## src/rtl/vram_text_fetch.sv

```systemverilog
// vram_text_fetch
// Display-side reader for the 8 KB text-mode VRAM (80x30 cells of 8x16 pixels,
// 640x480). Fetches a character and attribute byte per cell, looks up the
// glyph row in the external font ROM and shifts out one 4-bit colour index per
// pixel clock, aligned to the timing generator's hCount/vCount.
//
// Ports
//   clk            pixel clock, all state on the rising edge
//   nrst           asynchronous active-low reset
//   hCount/vCount  timing generator counters (0..H_TOTAL-1 / 0..V_TOTAL-1)
//   displayAddr    registered VRAM read address
//   displayRdData  VRAM data, valid the cycle after its address
//   fontAddr       registered font ROM address {char, scanline}
//   fontData       glyph row (MSB = leftmost pixel), valid the cycle after fontAddr
//   pixelColor     colour index for the current hCount, 0 when blank
//   cursorCol/Row  cursor cell (only with VRAM_TEXT_FETCH_CURSOR_EN)
//
// Optional feature: define VRAM_TEXT_FETCH_CURSOR_EN to add a blinking
// block cursor on scanlines 14-15 of the cursor cell.
//
// State   | meaning
// --------+-----------------------------------------------------------
// IDLE    | no line being fetched; displayAddr holds its last value
// FETCH   | fetching cells 0..79 of the next line, phase = hCount[2:0]

module vram_text_fetch #(
  parameter int H_TOTAL   = 800,
  parameter int H_VISIBLE = 640,
  parameter int V_TOTAL   = 525,
  parameter int V_VISIBLE = 480
) (
  input  logic        clk,
  input  logic        nrst,
  input  logic [9:0]  hCount,
  input  logic [9:0]  vCount,
  output logic [12:0] displayAddr,
  input  logic [7:0]  displayRdData,
  output logic [11:0] fontAddr,
  input  logic [7:0]  fontData,
`ifdef VRAM_TEXT_FETCH_CURSOR_EN
  input  logic [6:0]  cursorCol,
  input  logic [4:0]  cursorRow,
`endif
  output logic [3:0]  pixelColor
);

  typedef enum logic {ST_IDLE, ST_FETCH} state_t;

  state_t      r_state;
  logic [6:0]  r_col;
  logic [12:0] r_base;
  logic [3:0]  r_scan;
  logic [7:0]  r_attr_next;
  logic [7:0]  r_pat_next;
  logic [7:0]  r_attr_cur;
  logic [7:0]  r_shifter;
  logic        r_valid;
  logic [2:0]  r_shift_cnt;

  logic        w_line_start;
  logic [9:0]  w_next_line;
  logic [4:0]  w_next_row;
  logic [12:0] w_next_base;
  logic [2:0]  w_phase;
  logic [12:0] w_cell_addr;
  logic [6:0]  w_col_inc;
  logic [12:0] w_next_cell_addr;

  // The line-start decision is taken on the edge that opens hCount H_TOTAL-8,
  // so the character address of cell 0 is already on the bus during that
  // cycle and every later address is registered one edge ahead of its phase.
  assign w_line_start     = (hCount == 10'(H_TOTAL - 9));
  assign w_next_line      = (vCount == 10'(V_TOTAL - 1)) ? 10'd0 : vCount + 10'd1;
  assign w_next_row       = w_next_line[8:4];
  // row*160 = row*128 + row*32
  assign w_next_base      = {1'b0, w_next_row, 7'b0} + {3'b0, w_next_row, 5'b0};
  assign w_phase          = hCount[2:0];
  assign w_cell_addr      = r_base + {5'b0, r_col, 1'b0};
  assign w_col_inc        = r_col + 7'd1;
  assign w_next_cell_addr = r_base + {5'b0, w_col_inc, 1'b0};

`ifdef VRAM_TEXT_FETCH_CURSOR_EN
  logic [5:0] r_frame_cnt;
  logic [4:0] r_row;
  logic       r_cur_hit;
`endif

  always_ff @(posedge clk or negedge nrst) begin
    if (!nrst) begin
      r_state     <= ST_IDLE;
      r_col       <= '0;
      r_base      <= '0;
      r_scan      <= '0;
      r_attr_next <= '0;
      r_pat_next  <= '0;
      r_attr_cur  <= '0;
      r_shifter   <= '0;
      r_valid     <= 1'b0;
      r_shift_cnt <= '0;
      displayAddr <= '0;
      fontAddr    <= '0;
`ifdef VRAM_TEXT_FETCH_CURSOR_EN
      r_frame_cnt <= '0;
      r_row       <= '0;
      r_cur_hit   <= 1'b0;
`endif
    end else begin
      // Default: shift out one pixel; a cell loaded 8 shifts ago with no
      // successor goes blank.
      r_shifter <= {r_shifter[6:0], 1'b0};
      if (r_valid) begin
        r_shift_cnt <= r_shift_cnt + 3'd1;
        if (r_shift_cnt == 3'd7) r_valid <= 1'b0;
      end

`ifdef VRAM_TEXT_FETCH_CURSOR_EN
      if (hCount == 10'd0 && vCount == 10'(V_VISIBLE)) r_frame_cnt <= r_frame_cnt + 6'd1;
`endif

      if (w_line_start) begin
        // Restarting here also abandons a line disturbed by an hCount jump.
        r_scan <= w_next_line[3:0];
`ifdef VRAM_TEXT_FETCH_CURSOR_EN
        r_row  <= w_next_row;
`endif
        if (w_next_line < 10'(V_VISIBLE)) begin
          r_state     <= ST_FETCH;
          r_col       <= '0;
          r_base      <= w_next_base;
          displayAddr <= w_next_base;
        end else begin
          r_state <= ST_IDLE;
        end
      end else if (r_state == ST_FETCH) begin
        case (w_phase)
          3'd0: displayAddr <= w_cell_addr + 13'd1;
          // The character byte goes straight into the font address register,
          // which is where it is held for the glyph lookup.
          3'd1: fontAddr    <= {displayRdData, r_scan};
          3'd2: r_attr_next <= displayRdData;
          3'd3: r_pat_next  <= fontData;
          3'd7: begin
            r_shifter   <= r_pat_next;
            r_attr_cur  <= r_attr_next;
            r_valid     <= 1'b1;
            r_shift_cnt <= '0;
            r_col       <= w_col_inc;
`ifdef VRAM_TEXT_FETCH_CURSOR_EN
            r_cur_hit   <= (r_col == cursorCol) && (r_row == cursorRow) && (r_scan[3:1] == 3'b111);
`endif
            if (r_col == 7'd79) r_state     <= ST_IDLE;
            else                displayAddr <= w_next_cell_addr;
          end
          default: ;
        endcase
      end
    end
  end

  // Lit glyph pixels take the low (foreground) nibble.
`ifdef VRAM_TEXT_FETCH_CURSOR_EN
  logic w_swap;
  assign w_swap     = r_frame_cnt[5] & r_cur_hit;
  assign pixelColor = !r_valid ? 4'd0 :
                      ((r_shifter[7] ^ w_swap) ? r_attr_cur[3:0] : r_attr_cur[7:4]);
`else
  assign pixelColor = !r_valid ? 4'd0 :
                      (r_shifter[7] ? r_attr_cur[3:0] : r_attr_cur[7:4]);
`endif

endmodule

```

## config.mk

```make
export PLATFORM = sky130hd
export DESIGN_NAME = vram_text_fetch
export DESIGN_NICKNAME = d
export VERILOG_FILES = /design/src/rtl/vram_text_fetch.sv
export SDC_FILE = /design/constraint.sdc
export NUM_CORES = 1
export LEC_CHECK = 0
export BUFFER_PORTS_ARGS = -buffer_cell sky130_fd_sc_hd__clkbuf_2
export CAP_MARGIN = 25
export CORE_MARGIN = 3
export CORE_UTILIZATION = 30
export CTS_BUF_LIST = sky130_fd_sc_hd__clkbuf_2
export DETAILED_ROUTE_END_ITERATION = 7
export GPL_ROUTABILITY_DRIVEN = 0
export PLACE_DENSITY = 0.48
export SLEW_MARGIN = 20
export SYNTH_ARGS = -nofsm -noshare
export SYNTH_HDL_FRONTEND = slang
export SYNTH_SLANG_ARGS = --single-unit
```

## constraint.sdc

```tcl
create_clock -name clk -period 7.84 [get_ports clk]
set_input_delay 0 -clock clk [delete_from_list [all_inputs] [get_ports clk]]
set_output_delay 0 -clock clk [all_outputs]
set_load 0.005 [all_outputs]
```

# ---- Word-level counts from Yosys, hierarchy flattened
# Cells that the tools add are included.
dict set report totals {
  regBits 86
  latch_bits 0
  ram_bits 0
  romBits 0
  in_bits 38
  output_inout_bits 29
  word_cells 71
  n_memories 0
}
dict set report op_classes {
  add_sub_neg 7
  n_mul 0
  div_mod_pow 0
  n_lt_le_gt_ge 1
  n_eq_ne 10
  shift 0
  muxes 29
  bitwise 1
  reduce_logical 11
}
# cell n
set ops {}
lappend ops {{13-bit 2-to-1 mux} 4}
lappend ops {{7-bit 2-to-1 mux} 4}
lappend ops {{13-bit by 8-bit adder with 13-bit output} 2}
lappend ops {{13-bit one-hot mux with 2 select lines} 1}
lappend ops {{8-bit 2-to-1 mux} 3}
lappend ops {{10-bit == test, second input constant} 2}
lappend ops {{3-bit AND reduction} 5}
lappend ops {{12-bit by 10-bit adder with 13-bit output} 1}
lappend ops {{13-bit by 1-bit adder with 13-bit output, second input constant} 1}
lappend ops {{3-bit 2-to-1 mux} 4}
lappend ops {{10-bit by 1-bit adder with 10-bit output, second input constant} 1}
lappend ops {{10-bit by 9-bit less-than comparator with 1-bit output, second input constant} 1}
lappend ops {{1-bit 2-to-1 mux} 10}
lappend ops {{10-bit 2-to-1 mux} 1}
lappend ops {{4-bit 2-to-1 mux} 2}
lappend ops {{7-bit by 1-bit adder with 7-bit output, second input constant} 1}
lappend ops {{7-bit == test, second input constant} 1}
lappend ops {{3-bit by 2-bit == test with 1-bit output, second input constant} 2}
lappend ops {{3-bit == test, second input constant} 2}
lappend ops {{4-bit AND reduction} 1}
lappend ops {{2-bit nonzero test} 2}
lappend ops {{3-bit by 1-bit adder with 3-bit output, second input constant} 1}
lappend ops {{3-bit by 1-bit == test with 1-bit output, second input constant} 1}
lappend ops {{3-bit zero test} 1}
lappend ops {{other kinds (5)} 5}

# ---- Logic depth before layout (Yosys ltp)
dict set report depth {
  word_depth 6
  depth_mapped 13
  mapped_depth_nobuf 13
}

# ---- Worst setup path before layout
# OpenSTA, ideal clock, no wires.
dict set report synth_path {
  kind {register to register}
  startpoint {reg r_col[0]}
  endpoint {reg displayAddr[10]}
  arrival_ns 2.424
  path_slack_ns 5.291
  path_stages_with_launch 12
  n_path_buf 0
  period_less_slack_ns 2.549
  cell_sequence {dfrtp_1 > ha_1 > and3_1 > nand3_1 > nor2_1 > xor2_1 > ha_1 > a21oi_1 > nor2_1 > xor2_1 > mux2_2 > mux2_2}
}
dict set report synth_between {
  elab_chain_cells 6
}
# item line_no
set synth_rtl {}
lappend synth_rtl {{from (decl)} 50} ;# logic [6:0] r_col;
lappend synth_rtl {{from (signal assigned)} 147} ;# r_col <= w_col_inc;
lappend synth_rtl {{7-bit by 1-bit adder with 7-bit output} 79} ;# assign w_col_inc = r_col + 7'd1;
lappend synth_rtl {{13-bit by 8-bit adder with 13-bit output} 80} ;# assign w_next_cell_addr = r_base + {5'b0, w_col_inc, 1'b0};
lappend synth_rtl {{13-bit 2-to-1 mux} 151} ;# if (r_col == 7'd79) r_state <= ST_IDLE;
lappend synth_rtl {{13-bit one-hot mux with 2 select lines} 135} ;# case (w_phase)
lappend synth_rtl {{13-bit 2-to-1 mux} 134} ;# end else if (r_state == ST_FETCH) begin
lappend synth_rtl {{13-bit 2-to-1 mux} 120} ;# if (w_line_start) begin
lappend synth_rtl {{to (signal assigned)} 130} ;# displayAddr <= w_next_base;
lappend synth_rtl {{to (signal assigned)} 136} ;# 3'd0: displayAddr <= w_cell_addr + 13'd1;
lappend synth_rtl {{to (signal assigned)} 152} ;# else displayAddr <= w_next_cell_addr;
lappend synth_rtl {{to (decl)} 36} ;# output logic [12:0] displayAddr,
# Several ways; a longest one is shown, not always the timed one. The select of a mux whose other input is x is not followed.
# A chain may end at the register's enable or synchronous reset.

# ---- Worst setup path after layout
# Ends and elaborated chain as after synthesis.

==> metrics.md <==
| Metric | Value |
|---|---|
| Initial antenna violation count | `1` |
| Crit path DAT | `~3.3 ns` |
| FF+latch count, synth | `slightly above 80` |
| RSZ-0062 raised after global routing | `false` |
| Crit Path Class | `reg -> reg` |
| Element type at the critical path end | `flip-flop` |
| CTS Buffer Depth | `2` |
| Die height | `between 100 and 150 um` |
| Synth cell types | `between 40 and 50` |
| Wire per inst | `13.53 um` |
| CP Max Fanout | `6` |
| DR vias/cell | `approximately 4.6` |
| Most common cell after layout, fill and taps aside | `dfrtp_1` |
| F_max | `between 300 and 400 MHz` |
| PortBufs | `66` |
| Nets | `531` |
| First-pass GRT wire length | `around 15000 um` |
| CP Launch Type | `flip-flop` |
| CTS Root Buffer Type | `clkbuf_2` |
| Die ar. | `between 10000 and 15000 sq um` |
| Gr ovfl total | `0` |
| Leak Pwr | `2.601 nW` |
| VDD IR-drop max | `0.00007246 V` |
| PwrDens | `roughly 160 nW/um^2` |
| Pin count of the biggest net entering global routing | `54` |
| Starting DRT DRC Count | `76` |
| Final worst slack | `roughly 5 ns` |
| Number of global-route vias before repair | `about 3100` |
| Worst-path cell chain | `ha_1 > and3_1 > nand3_1 > nor2_1 > xor2_1 > ha_1 > a21oi_1 > nor2_1 > xor2_1 > mux2_2 > mux2_2` |
| Fill cells | `1349` |
| Ys async rst share | `1.000` |
| Status | `complete, no violations` |
| Most used DFF post-synth | `dfrtp_1` |
| Mapped Area | `4065 sq um` |
| Clock transition at the registers of the reported paths | `0.22 ns` |
| P&R area growth vs syn | `25.21%` |
| Hold crit path type | `in -> reg` |
| Top Ports | `67` |
| Number of synthesized flops with an enable pin | `0` |
| DRC Markers | `0` |
| Worst-skew pair later-pin latency | `~0.53 ns` |
| CTS tree | `built` |
| Share of cells above drive strength 1 | `0.2907` |
| Final min period | `about 2.9 ns` |
| CP peak stage delay | `0.49 ns` |
| Post-DP HPWL | `6245 um` |
| Syn avg cell area | `10.75 sq um` |
| Final setup fails | `0` |
| CTS buffer count | `9` |
| Required @ worst endpoint | `just over 8 ns` |
| Starting Density | `0.3145` |
| Pre-CTS setup slack | `just over 5 ns` |
| Yosys warnings | `0` |
| # rows | `~40` |
| Post-synthesis sequential area ratio | `0.4986` |
| Crit-path slowest cell | `dfrtp_1` |
| Post-Syn Nets | `approximately 430` |
| Final WL | `about 8900 um` |
| Core Box Area | `~13000 sq um` |
| Post-route setup TNS | `0 ns` |
| Routed vias | `3024` |
| Final Skew | `0.02664 ns` |
| GRT Util Overall | `0.1268` |
| Period utilisation layout | `0.3639` |
| H-tree levels | `3` |
| CTS hold repair buffers | `34` |
| Detailed Routing Iterations Pass 1 | `4` |
| Setup bufs post-CTS | `0` |
| Clk sinks | `81` |
| Fin. max-slew vios | `0` |
| Most frequent cells in the layout | `dfrtp_1, nand2_1, clkbuf_2, mux2_2, dlygate4sd3_1` |
| Worst-margin pin slew | `approximately 0.97 ns` |
| Max-Slew Margin vs Limit | `0.3513` |
| Synth Instances | `roughly 380` |
| Max-cap violations | `0` |
| Post_cts resized | `0` |
| ANT nets after route | `0` |
| Die width | `122.4 um` |
| Final Hold Viols | `0` |
==> cells in the mapped netlist, types with 2 or more instances <==
| master | number | area (sq um) |
|---|---|---|
| inv_1 | 9 | 33.78 |
| a21o_1 | 4 | 30.03 |
| a31oi_1 | 6 | 37.54 |
| dfrtp_1 | 81 | 2027 |
| nand2_1 | 78 | 292.8 |
| nand4_1 | 6 | 37.54 |
| and3_1 | 5 | 31.28 |
| xnor2_1 | 14 | 122.6 |
| o21ai_0 | 15 | 75.07 |
| clkbuf_1 | 11 | 41.29 |
| nand3_1 | 11 | 55.05 |
| mux2_2 | 36 | 405.4 |
| fa_1 | 2 | 40.04 |
| and2_1 | 4 | 25.02 |
| nand4b_1 | 2 | 17.52 |
| mux2i_1 | 8 | 80.08 |
| xor2_1 | 7 | 61.31 |
| a21oi_1 | 11 | 55.05 |
| mux2_4 | 10 | 150.1 |
| nor2_1 | 24 | 90.09 |
| nor4bb_1 | 2 | 20.02 |
| ha_1 | 11 | 137.6 |
==> cells by family (layout without fill, tap and decap cells) <==
| group | after synthesis | after routing | synth area share |
|---|---|---|---|
| multiplexers | 54 | 54 | 0.1564 |
| flip-flops | 81 | 81 | 0.4986 |
| adder cells (fa/ha/maj) | 13 | 13 | 0.04371 |
| XOR/XNOR | 22 | 22 | 0.04925 |
| AND/OR/NAND/NOR | 143 | 143 | 0.1594 |
| buffers and inverters | 22 | 129 | 0.02462 |
| other | 0 | 1 | 0 |
| AO/OA/AOI/OAI | 43 | 43 | 0.06802 |
==> area by class of cell <==
class                           instances  area, sq um  share of cell area
Multi-Input combinational cell        275         1951              0.3832
Clock buffer                           10        50.05            0.009833
Antenna cell                            1        2.502           0.0004916
Timing Repair Buffer                  104        720.7              0.1416
Inverter                                9        33.78            0.006637
Tap cell                              172        215.2             0.04228
Sequential cell                        81         2027              0.3982
Clock inverter                          6        90.09             0.01770
==> per-stage QoR <==
stage | hold slack [ns] | area (sq um) | power, mW | cells | util
detailed placement | -0.04439 | 4582 | 0.5301 | 606 | 0.3544
global placement | -0.04810 | 4582 | 0.5269 | 606 | 0.3544
finish | 0.06196 | 5090 | 0.7943 | 658 | 0.3937
global route | 0.03900 | 5090 | 0.8429 | 658 | 0.3937
floorplan | -0.2956 | 4065 | 0.4917 | 378 | -
CTS | 0.01417 | 5072 | 0.8097 | 656 | 0.3924
==> worst max-delay path: cells and delay by family, from the launching register on <==
kind,cells,cell delay [ns]
and+or+nand+nor,4,0.62
AOI/OAI and AO/OA,1,0.27
xor gates and xnor gates,2,0.35
adders and majority gates,2,0.53
muxes,2,0.51
DFF,1,0.49
==> worst paths after layout <==
| kind | startpoint | end | slack (ns) | cells past startpoint |
|---|---|---|---|---|
| setup reg to reg | r_col[0] | displayAddr[10] | 4.99 | 11 |
| hold reg to reg | r_shifter[3] | r_shifter[4] | 0.45 | 2 |
| hold / removal | vCount[8] | r_base[11] | 0.06 | 4 |
| max in group asynchronous | nrst | fontAddr[5] | 6.71 | 4 |
| min in group asynchronous | nrst | r_col[4] | 0.48 | 4 |
| setup / recovery | r_col[0] | displayAddr[10] | 4.99 | 11 |
==> power by group <==
part | internal (mW) | switching [mW]
clock | 0.109 | 0.151
combinational | 0.0460 | 0.0445
sequential | 0.434 | 0.0106
total | 0.588 | 0.206
==> flip-flops by register name, indices dropped and copies added, names as in the netlist, 3 cells and up <==
| register | cells |
|---|---|
| displayAddr | 13 |
| fontAddr | 12 |
| r_attr_cur | 8 |
| r_attr_next | 8 |
| r_base | 8 |
| r_col | 7 |
| r_pat_next | 8 |
| r_scan | 4 |
| r_shift_cnt | 3 |
| r_shifter | 8 |
==> per-layer routing <==
metal,GRT usage,up-vias,wire [um]
met3,0.03041,9,352
li1,-,1510,-
met2,0.1951,55,4083
met1,0.1742,1450,4349
met4,0.04619,0,121
met5,0,-,0
Power figures use the tool's default switching activity.
